## src/rtl/dual_addr_scanner_pkg.sv

```systemverilog
// dual_addr_scanner_pkg: shared state encoding and default widths
// for the dual-address scanner slice.
package dual_addr_scanner_pkg;

  localparam int DEF_ADDR_W = 3;
  localparam int DEF_DATA_W = 64;

  typedef enum logic [1:0] {
    S_IDLE,
    S_ISSUE,
    S_DRAIN
  } state_t;

endpackage

```

## src/rtl/dual_addr_scanner_if.sv

```systemverilog
// dual_addr_scanner_if: control, memory and stream signals of the scanner.
// SCAN_CHECKSUM_EN adds the checksum signal.
interface dual_addr_scanner_if
  import dual_addr_scanner_pkg::*;
#(
  parameter int ADDR_W = DEF_ADDR_W,
  parameter int DATA_W = DEF_DATA_W
);

  logic              start;
  logic [ADDR_W-1:0] base1;
  logic [ADDR_W-1:0] base2;
  logic [ADDR_W:0]   count;
  logic [ADDR_W-1:0] addr1;
  logic [ADDR_W-1:0] addr2;
  logic [DATA_W-1:0] dout1;
  logic [DATA_W-1:0] dout2;
  logic              out_valid;
  logic              out_ready;
  logic [DATA_W-1:0] out_data1;
  logic [DATA_W-1:0] out_data2;
  logic              busy;
  logic              done;
`ifdef SCAN_CHECKSUM_EN
  logic [DATA_W-1:0] checksum;

  modport slave (
    input  start, base1, base2, count,
    input  dout1, dout2, out_ready,
    output addr1, addr2, out_valid,
    output out_data1, out_data2,
    output busy, done, checksum
  );

  modport master (
    output start, base1, base2, count,
    output dout1, dout2, out_ready,
    input  addr1, addr2, out_valid,
    input  out_data1, out_data2,
    input  busy, done, checksum
  );
`else
  modport slave (
    input  start, base1, base2, count,
    input  dout1, dout2, out_ready,
    output addr1, addr2, out_valid,
    output out_data1, out_data2,
    output busy, done
  );

  modport master (
    output start, base1, base2, count,
    output dout1, dout2, out_ready,
    input  addr1, addr2, out_valid,
    input  out_data1, out_data2,
    input  busy, done
  );
`endif

endinterface

```

## src/rtl/dual_addr_scanner_pair_fifo2.sv

```systemverilog
// pair_fifo2: two-entry FIFO holding one captured word pair per entry.
// Head data is registered, so it stays stable until popped.
module pair_fifo2
  import dual_addr_scanner_pkg::*;
#(
  parameter int W = 2 * DEF_DATA_W
) (
  input  logic         clk,
  input  logic         rst_n,
  input  logic         i_push,
  input  logic [W-1:0] i_data,
  input  logic         i_pop,
  output logic         o_valid,
  output logic [W-1:0] o_data,
  output logic [1:0]   o_count
);

  logic [W-1:0] r_mem [2];
  logic         r_wp;
  logic         r_rp;
  logic [1:0]   r_cnt;
  logic         w_pop;

  assign w_pop = i_pop && (r_cnt != 2'd0);

  always_ff @(posedge clk) begin
    if (!rst_n) begin
      r_mem[0] <= '0;
      r_mem[1] <= '0;
      r_wp     <= 1'b0;
      r_rp     <= 1'b0;
      r_cnt    <= 2'd0;
    end else begin
      if (i_push) begin
        r_mem[r_wp] <= i_data;
        r_wp        <= ~r_wp;
      end
      if (w_pop) begin
        r_rp <= ~r_rp;
      end
      r_cnt <= r_cnt + 2'(i_push) - 2'(w_pop);
    end
  end

  assign o_valid = (r_cnt != 2'd0);
  assign o_data  = r_mem[r_rp];
  assign o_count = r_cnt;

endmodule

```

## src/rtl/dual_addr_scanner.sv

```systemverilog
// dual_addr_scanner: walks port 1 up and port 2 down, streams word pairs.
// SCAN_CHECKSUM_EN enables an XOR checksum of all accepted beats.
module dual_addr_scanner
  import dual_addr_scanner_pkg::*;
#(
  parameter int ADDR_W = DEF_ADDR_W,
  parameter int DATA_W = DEF_DATA_W
) (
  input logic               clk,
  input logic               rst_n,
  dual_addr_scanner_if.slave bus
);

  localparam logic [ADDR_W:0] ONE = (ADDR_W + 1)'(1);

  state_t              r_state;
  logic [ADDR_W:0]     r_idx;
  logic [ADDR_W:0]     r_cnt;
  logic [ADDR_W-1:0]   r_base1;
  logic [ADDR_W-1:0]   r_base2;
  logic [ADDR_W-1:0]   r_addr1;
  logic [ADDR_W-1:0]   r_addr2;
  logic                r_inflight;
  logic                r_busy;
  logic                r_done;

  logic [1:0]          w_occ;
  logic                w_valid;
  logic                w_pop;
  logic                w_issue;
  logic                w_last;
  logic [2*DATA_W-1:0] w_head;

  assign w_pop  = w_valid && bus.out_ready;
  assign w_last = (r_idx == r_cnt - ONE);

  // A slot freed by this cycle's pop counts as room.
  assign w_issue = (r_state == S_ISSUE)
                && (r_idx < r_cnt)
                && ((3'(w_occ) + 3'(r_inflight))
                    < (3'd2 + 3'(w_pop)));

  always_ff @(posedge clk) begin
    if (!rst_n) begin
      r_state    <= S_IDLE;
      r_idx      <= '0;
      r_cnt      <= '0;
      r_base1    <= '0;
      r_base2    <= '0;
      r_addr1    <= '0;
      r_addr2    <= '0;
      r_inflight <= 1'b0;
      r_busy     <= 1'b0;
      r_done     <= 1'b0;
    end else begin
      r_done     <= 1'b0;
      r_inflight <= w_issue;
      if (w_issue) begin
        r_addr1 <= r_base1 + r_idx[ADDR_W-1:0];
        r_addr2 <= r_base2 - r_idx[ADDR_W-1:0];
        r_idx   <= r_idx + ONE;
      end
      unique case (r_state)
        S_IDLE: begin
          if (bus.start) begin
            r_base1 <= bus.base1;
            r_base2 <= bus.base2;
            r_cnt   <= bus.count;
            r_idx   <= '0;
            if (bus.count == '0) begin
              r_done <= 1'b1;
            end else begin
              r_state <= S_ISSUE;
              r_busy  <= 1'b1;
            end
          end
        end
        S_ISSUE: begin
          if (w_issue && w_last) begin
            r_state <= S_DRAIN;
          end
        end
        S_DRAIN: begin
          if ((w_occ == 2'd0) && !r_inflight) begin
            r_state <= S_IDLE;
            r_busy  <= 1'b0;
            r_done  <= 1'b1;
          end
        end
        default: r_state <= S_IDLE;
      endcase
    end
  end

  pair_fifo2 #(
    .W (2 * DATA_W)
  ) u_fifo (
    .clk     (clk),
    .rst_n   (rst_n),
    .i_push  (r_inflight),
    .i_data  ({bus.dout1, bus.dout2}),
    .i_pop   (w_pop),
    .o_valid (w_valid),
    .o_data  (w_head),
    .o_count (w_occ)
  );

  assign bus.addr1     = r_addr1;
  assign bus.addr2     = r_addr2;
  assign bus.out_valid = w_valid;
  assign bus.out_data1 = w_head[2*DATA_W-1:DATA_W];
  assign bus.out_data2 = w_head[DATA_W-1:0];
  assign bus.busy      = r_busy;
  assign bus.done      = r_done;

`ifdef SCAN_CHECKSUM_EN
  logic [DATA_W-1:0] r_csum;

  always_ff @(posedge clk) begin
    if (!rst_n) begin
      r_csum <= '0;
    end else if ((r_state == S_IDLE) && bus.start) begin
      r_csum <= '0;
    end else if (w_pop) begin
      r_csum <= r_csum
              ^ w_head[2*DATA_W-1:DATA_W]
              ^ w_head[DATA_W-1:0];
    end
  end

  assign bus.checksum = r_csum;
`endif

endmodule

```

## src/flat_wrapper.sv

```systemverilog
// flat-port wrapper written by rule: the top's interface ports become plain ports
module dual_addr_scanner_flat import dual_addr_scanner_pkg::*;
#(
  parameter int ADDR_W = DEF_ADDR_W,
  parameter int DATA_W = DEF_DATA_W
)
  (clk, rst_n, bus_start, bus_base1, bus_base2, bus_count, bus_dout1, bus_dout2, bus_out_ready, bus_addr1, bus_addr2, bus_out_valid, bus_out_data1, bus_out_data2, bus_busy, bus_done);
  dual_addr_scanner_if #(.ADDR_W(ADDR_W), .DATA_W(DATA_W)) bus_i ();
  input logic clk;
  input logic rst_n;
  input wire logic [$bits(bus_i.start)-1:0] bus_start;
  input wire logic [$bits(bus_i.base1)-1:0] bus_base1;
  input wire logic [$bits(bus_i.base2)-1:0] bus_base2;
  input wire logic [$bits(bus_i.count)-1:0] bus_count;
  input wire logic [$bits(bus_i.dout1)-1:0] bus_dout1;
  input wire logic [$bits(bus_i.dout2)-1:0] bus_dout2;
  input wire logic [$bits(bus_i.out_ready)-1:0] bus_out_ready;
  output wire logic [$bits(bus_i.addr1)-1:0] bus_addr1;
  output wire logic [$bits(bus_i.addr2)-1:0] bus_addr2;
  output wire logic [$bits(bus_i.out_valid)-1:0] bus_out_valid;
  output wire logic [$bits(bus_i.out_data1)-1:0] bus_out_data1;
  output wire logic [$bits(bus_i.out_data2)-1:0] bus_out_data2;
  output wire logic [$bits(bus_i.busy)-1:0] bus_busy;
  output wire logic [$bits(bus_i.done)-1:0] bus_done;
  assign bus_i.start = bus_start;
  assign bus_i.base1 = bus_base1;
  assign bus_i.base2 = bus_base2;
  assign bus_i.count = bus_count;
  assign bus_i.dout1 = bus_dout1;
  assign bus_i.dout2 = bus_dout2;
  assign bus_i.out_ready = bus_out_ready;
  assign bus_addr1 = bus_i.addr1;
  assign bus_addr2 = bus_i.addr2;
  assign bus_out_valid = bus_i.out_valid;
  assign bus_out_data1 = bus_i.out_data1;
  assign bus_out_data2 = bus_i.out_data2;
  assign bus_busy = bus_i.busy;
  assign bus_done = bus_i.done;
  dual_addr_scanner #(.ADDR_W(ADDR_W), .DATA_W(DATA_W)) u_core (.clk(clk), .rst_n(rst_n), .bus(bus_i));
endmodule
```

## config.mk

```make
export PLATFORM = sky130hd
export DESIGN_NAME = dual_addr_scanner_flat
export DESIGN_NICKNAME = d
export VERILOG_FILES = /design/src/rtl/dual_addr_scanner_pkg.sv /design/src/rtl/dual_addr_scanner_if.sv /design/src/rtl/dual_addr_scanner_pair_fifo2.sv /design/src/rtl/dual_addr_scanner.sv /design/src/flat_wrapper.sv
export SDC_FILE = /design/constraint.sdc
export NUM_CORES = 1
export LEC_CHECK = 0
export ABC_AREA = 1
export CAP_MARGIN = 0
export CORE_ASPECT_RATIO = 0.9
export CORE_UTILIZATION = 30
export DETAILED_ROUTE_END_ITERATION = 8
export GPL_ROUTABILITY_DRIVEN = 0
export HOLD_SLACK_MARGIN = 0.05
export SETUP_SLACK_MARGIN = 0.3
export SLEW_MARGIN = 0
export SYNTH_ARGS = -nofsm -noshare
export SYNTH_HDL_FRONTEND = slang
export SYNTH_SLANG_ARGS = --single-unit
export TNS_END_PERCENT = 20
```

## constraint.sdc

```tcl
create_clock -name clk -period 4.3 [get_ports clk]
set_clock_uncertainty 0.15 [all_clocks]
set_input_delay 0.86 -clock clk [delete_from_list [all_inputs] [get_ports clk]]
set_output_delay 0.86 -clock clk [all_outputs]
set_load 0.01 [all_outputs]
```

==> flow_results.xml <==
<?xml version="1.0" encoding="UTF-8"?>
<metrics>
  <group name="status">
    <metric name="outcome" unit="">complete, no violations</metric>
  </group>
  <group name="synth">
    <metric name="synthTopCellsByCount" unit="">sky130_fd_sc_hd__nor2_1 (276), sky130_fd_sc_hd__edfxtp_1 (256), sky130_fd_sc_hd__inv_1 (160)</metric>
    <metric name="ys.flop_type" unit="">sky130_fd_sc_hd__edfxtp_1</metric>
    <metric name="seq_area_frac_synth" unit="%">67.2</metric>
    <metric name="yosysWarningCount" unit="">0</metric>
    <metric name="synthArstFlopShare" unit="%">0</metric>
    <metric name="synthDominantCellAreaShare" unit="%">62.3</metric>
    <metric name="synthDominantAreaCellType" unit="">sky130_fd_sc_hd__edfxtp_1</metric>
    <metric name="synth_area" unit="µm²">12300</metric>
    <metric name="netlist-cell-type-count" unit="">26</metric>
    <metric name="synthesis.nets" unit="">1174</metric>
    <metric name="post_synth_main_area_contributors" unit="">sky130_fd_sc_hd__edfxtp_1 (62%), sky130_fd_sc_hd__mux2_2 (12%), sky130_fd_sc_hd__nor2_1 (8.4%)</metric>
    <metric name="number_of_enable_type_register_cells_in_the_synthesized_netlist" unit="">256</metric>
    <metric name="netlist_instances" unit="">1018</metric>
    <metric name="synth.avg_cell_area" unit="µm²">12.1</metric>
    <metric name="synthMostInstantiatedCell" unit="">sky130_fd_sc_hd__nor2_1</metric>
    <metric name="synth.ff_latch_count" unit="">286</metric>
  </group>
  <group name="route">
    <metric name="route.detailed.wl_per_inst" unit="µm">15.3</metric>
    <metric name="drt_drc_violations_left" unit="">0</metric>
    <metric name="postRouteAntennaNets" unit="">0</metric>
    <metric name="first_drt_pass_iteration_count" unit="">5</metric>
    <metric name="vias_per_cell" unit="">4.30</metric>
    <metric name="total_number_of_vias" unit="">7971</metric>
    <metric name="detail_route.wirelength" unit="µm">28400</metric>
    <metric name="first_iteration_detailed_routing_drc_count" unit="">519</metric>
  </group>
  <group name="timing">
    <metric name="final_min_period_over_clock_period" unit="%">83.5</metric>
    <metric name="rsz0062_at_grt" unit="">false</metric>
    <metric name="slew_headroom" unit="%">37.9</metric>
    <metric name="finalSetupViolCount" unit="">0</metric>
    <metric name="maximum_frequency_from_static_timing_analysis" unit="MHz">278</metric>
    <metric name="worst_max_slew_pin_slew" unit="ns">0.932</metric>
    <metric name="timing.setup.tns" unit="ns">0</metric>
    <metric name="post-route-min-period" unit="ns">3.59</metric>
    <metric name="finalMaxSlewViolations" unit="">0</metric>
    <metric name="finalHoldViolCount" unit="">0</metric>
  </group>
  <group name="clocking">
    <metric name="numClockSinks" unit="">286</metric>
    <metric name="cts.repair_timing.setup_buffer_count" unit="">0</metric>
    <metric name="cts_max_level" unit="">1</metric>
    <metric name="clock-root-buffer" unit="">sky130_fd_sc_hd__clkbuf_16</metric>
    <metric name="cts.repair.resized" unit="">0</metric>
    <metric name="clock_tree.buffer_depth" unit="">3</metric>
    <metric name="cts_hold_buf" unit="">0</metric>
    <metric name="clkSlewWorstSetupHoldPaths" unit="ns">0.06</metric>
    <metric name="cts_bufs_inserted" unit="">31</metric>
    <metric name="cts_tree" unit="">yes</metric>
    <metric name="insertion_delay" unit="ns">0.56</metric>
  </group>
  <group name="critical_path">
    <metric name="critical_path_buf_inv_count" unit="">2</metric>
    <metric name="timing.critical_path.fanout_max" unit="">46</metric>
    <metric name="end_kind" unit="">output pin</metric>
    <metric name="cpMaxStageDelayCell" unit="">sky130_fd_sc_hd__dfxtp_4</metric>
    <metric name="worstReg2RegStart" unit="">u_core.r_idx[2]</metric>
    <metric name="timing.rr.end" unit="">u_core.bus.addr2[2]</metric>
    <metric name="critical_path.cell_chain" unit="">buf_12 -&gt; mux2_2 -&gt; clkdlybuf4s50_1</metric>
    <metric name="criticalPathCategory" unit="">reg -&gt; out</metric>
    <metric name="crit_required" unit="ns">3.29</metric>
    <metric name="critical_path.startpoint_type" unit="">flip-flop</metric>
    <metric name="slowest_delay" unit="ns">0.73</metric>
    <metric name="critical_path.top_delay_family" unit="">buffers and inverters</metric>
    <metric name="critPathArrivalTime" unit="ns">2.58</metric>
    <metric name="reg2reg_slack" unit="ns">2.19</metric>
    <metric name="worstRegToRegCells" unit="">9</metric>
  </group>
  <group name="power_and_ir_drop">
    <metric name="pwr-share-seq" unit="%">43.8</metric>
    <metric name="p_leak" unit="µW">0.00682</metric>
    <metric name="ir_drop" unit="mV">0.311</metric>
    <metric name="internal_power" unit="µW">5670</metric>
    <metric name="pwr_density_cell" unit="nW/µm²">449</metric>
    <metric name="net_switching_power_figure" unit="µW">1860</metric>
    <metric name="power_frac_comb" unit="%">21.7</metric>
    <metric name="swShare" unit="%">24.7</metric>
    <metric name="share_clk_of_total_power" unit="%">34.5</metric>
  </group>
  <group name="die">
    <metric name="die_x" unit="µm">216</metric>
    <metric name="initial_utilization" unit="%">30.4</metric>
    <metric name="number_of_primary_i_o_pins" unit="">279</metric>
    <metric name="rows" unit="">70</metric>
    <metric name="die_h" unit="µm">194</metric>
    <metric name="die_area" unit="µm²">42000</metric>
    <metric name="area_of_the_core_region" unit="µm²">40600</metric>
  </group>
  <group name="global_routing">
    <metric name="antenna_found_initial" unit="">1</metric>
    <metric name="globalRouteOverflowTotal" unit="">0</metric>
    <metric name="grt_resource_usage_total" unit="%">13.5</metric>
    <metric name="pin_count_of_the_biggest_net_entering_global_routing" unit="">130</metric>
    <metric name="grt_first_pass_wirelength" unit="µm">44800</metric>
    <metric name="grt_pass1_vias" unit="">8255</metric>
  </group>
  <group name="cells_and_area">
    <metric name="antenna-diode-count" unit="">0</metric>
    <metric name="nets" unit="">1447</metric>
    <metric name="flow.area_growth_from_synthesis" unit="%">35.8</metric>
    <metric name="utilization" unit="%">41.3</metric>
    <metric name="share_of_cells_above_drive_strength_1" unit="%">15.1</metric>
  </group>
  <group name="min_path">
    <metric name="holdPathStages" unit="">1</metric>
    <metric name="hold_path_startpoint" unit="">u_core.u_fifo.r_rp</metric>
    <metric name="timing.hold.worst.class" unit="">reg -&gt; reg</metric>
  </group>
  <group name="placement">
    <metric name="placement.io_buffers" unit="">278</metric>
    <metric name="post-dp-hpwl" unit="µm">17500</metric>
  </group>
  <group name="flow_run">
    <metric name="maxCapViolCount" unit="">0</metric>
  </group>
</metrics>
[through the flow]
| stage | hold slack, ns | instances | instance area [µm²] | setup slack, ns | power, µW |
|---|---|---|---|---|---|
| after CTS | 0.289 | 1854 | 16800 | 0.633 | 7640 |
| after floorplan | 0.276 | 1018 | 12300 | -0.355 | 4170 |
| after detailed placement | 0.279 | 1798 | 15800 | 1.25 | 5010 |
| after global placement | 0.281 | 1798 | 15800 | 1.25 | 5010 |
| final | 0.292 | 1854 | 16800 | 0.708 | 7530 |
| after global routing | 0.331 | 1854 | 16800 | 0.575 | 7850 |
[worst register-to-register path, cell delays in order (launching register included)]
cell and delay, ns:
sky130_fd_sc_hd__dfxtp_1 0.52, sky130_fd_sc_hd__ha_1 0.30, sky130_fd_sc_hd__nand2_1 0.06, sky130_fd_sc_hd__inv_1 0.03, sky130_fd_sc_hd__nand2_1 0.05, sky130_fd_sc_hd__nand3_1 0.10
sky130_fd_sc_hd__nor2_4 0.35, sky130_fd_sc_hd__inv_1 0.24, sky130_fd_sc_hd__nand2_1 0.10, sky130_fd_sc_hd__a21oi_1 0.07
[logic make-up after synthesis]
| family | count (synthesis) | share of synthesized area (%) |
|---|---|---|
| AO/OA/AOI/OAI | 43 | 1.81 |
| XOR/XNOR | 6 | 0.426 |
| adder cells (fa/ha/maj) | 14 | 1.54 |
| buffers and inverters | 210 | 6.86 |
| flip-flops | 286 | 67.2 |
| multiplexers | 128 | 11.7 |
| AND/OR/NAND/NOR | 331 | 10.5 |
[worst max-delay path by stage]
stage / endpoint / cells past startpoint
CTS: bus_out_data1[41] / 3
floorplan: u_core.u_fifo.r_mem[0][0] / 4
detailed placement: bus_out_data1[41] / 3
global route: bus_out_data2[56] / 3
finish: bus_out_data1[41] / 3
global placement: bus_out_data1[51] / 3
[state kept, by name, summed over array words and instances (netlist names), named ones only]
name / flops
u_core.r_inflight: 1
u_core.bus.addr1: 3
u_core.r_base1: 3
u_core.r_cnt: 4
u_core.u_fifo.o_count: 2
u_core.bus.addr2: 3
u_core.u_fifo.r_mem: 256
u_core.r_idx: 4
u_core.r_base2: 3
u_core.u_fifo.r_rp: 1
u_core.u_fifo.r_wp: 1
u_core.bus.busy: 1
u_core.r_state: 2
u_core.bus.done: 1
[placed cells by master (no fill, tap or decap), types with 4 or more instances in the layout]
master                            instances
sky130_fd_sc_hd__inv_1                  160
sky130_fd_sc_hd__clkinv_1                 5
sky130_fd_sc_hd__clkinv_2                 4
sky130_fd_sc_hd__nand2_1                 34
sky130_fd_sc_hd__dfxtp_1                 29
sky130_fd_sc_hd__mux2_2                 128
sky130_fd_sc_hd__a21oi_1                 21
sky130_fd_sc_hd__nand3_1                  8
sky130_fd_sc_hd__o21ai_0                 20
sky130_fd_sc_hd__nor2_1                 276
sky130_fd_sc_hd__ha_1                    12
sky130_fd_sc_hd__edfxtp_1               256
sky130_fd_sc_hd__buf_12                   7
sky130_fd_sc_hd__clkdlybuf4s50_1        278
sky130_fd_sc_hd__clkbuf_16               31
sky130_fd_sc_hd__clkbuf_1                 7
[routing by layer]
layer,track usage (%),vias to the layer above,wire [µm]
met5,0,-,0
met1,18.9,3815,13200
met4,2.92,0,503
li1,-,3894,-
met3,3.05,38,1850
met2,21.2,224,12900
[power groups by stage]
stage / Combinational (µW) / Sequential, µW / Clock, µW
detailed placement: 1660 / 3360 / 0
global placement: 1650 / 3350 / 0
finish: 1630 / 3300 / 2600
CTS: 1670 / 3300 / 2680
floorplan: 864 / 3300 / 0
global route: 1760 / 3320 / 2780
[cell type report]
class	instances	area [µm²]
Fill cell	3875	23800
Sequential cell	286	8290
Multi-Input combinational cell	522	3250
Timing Repair Buffer	287	2940
Clock buffer	43	858
Tap cell	540	676
Inverter	163	612
Clock inverter	13	135
No activity file was read; power rests on OpenSTA's default activity.
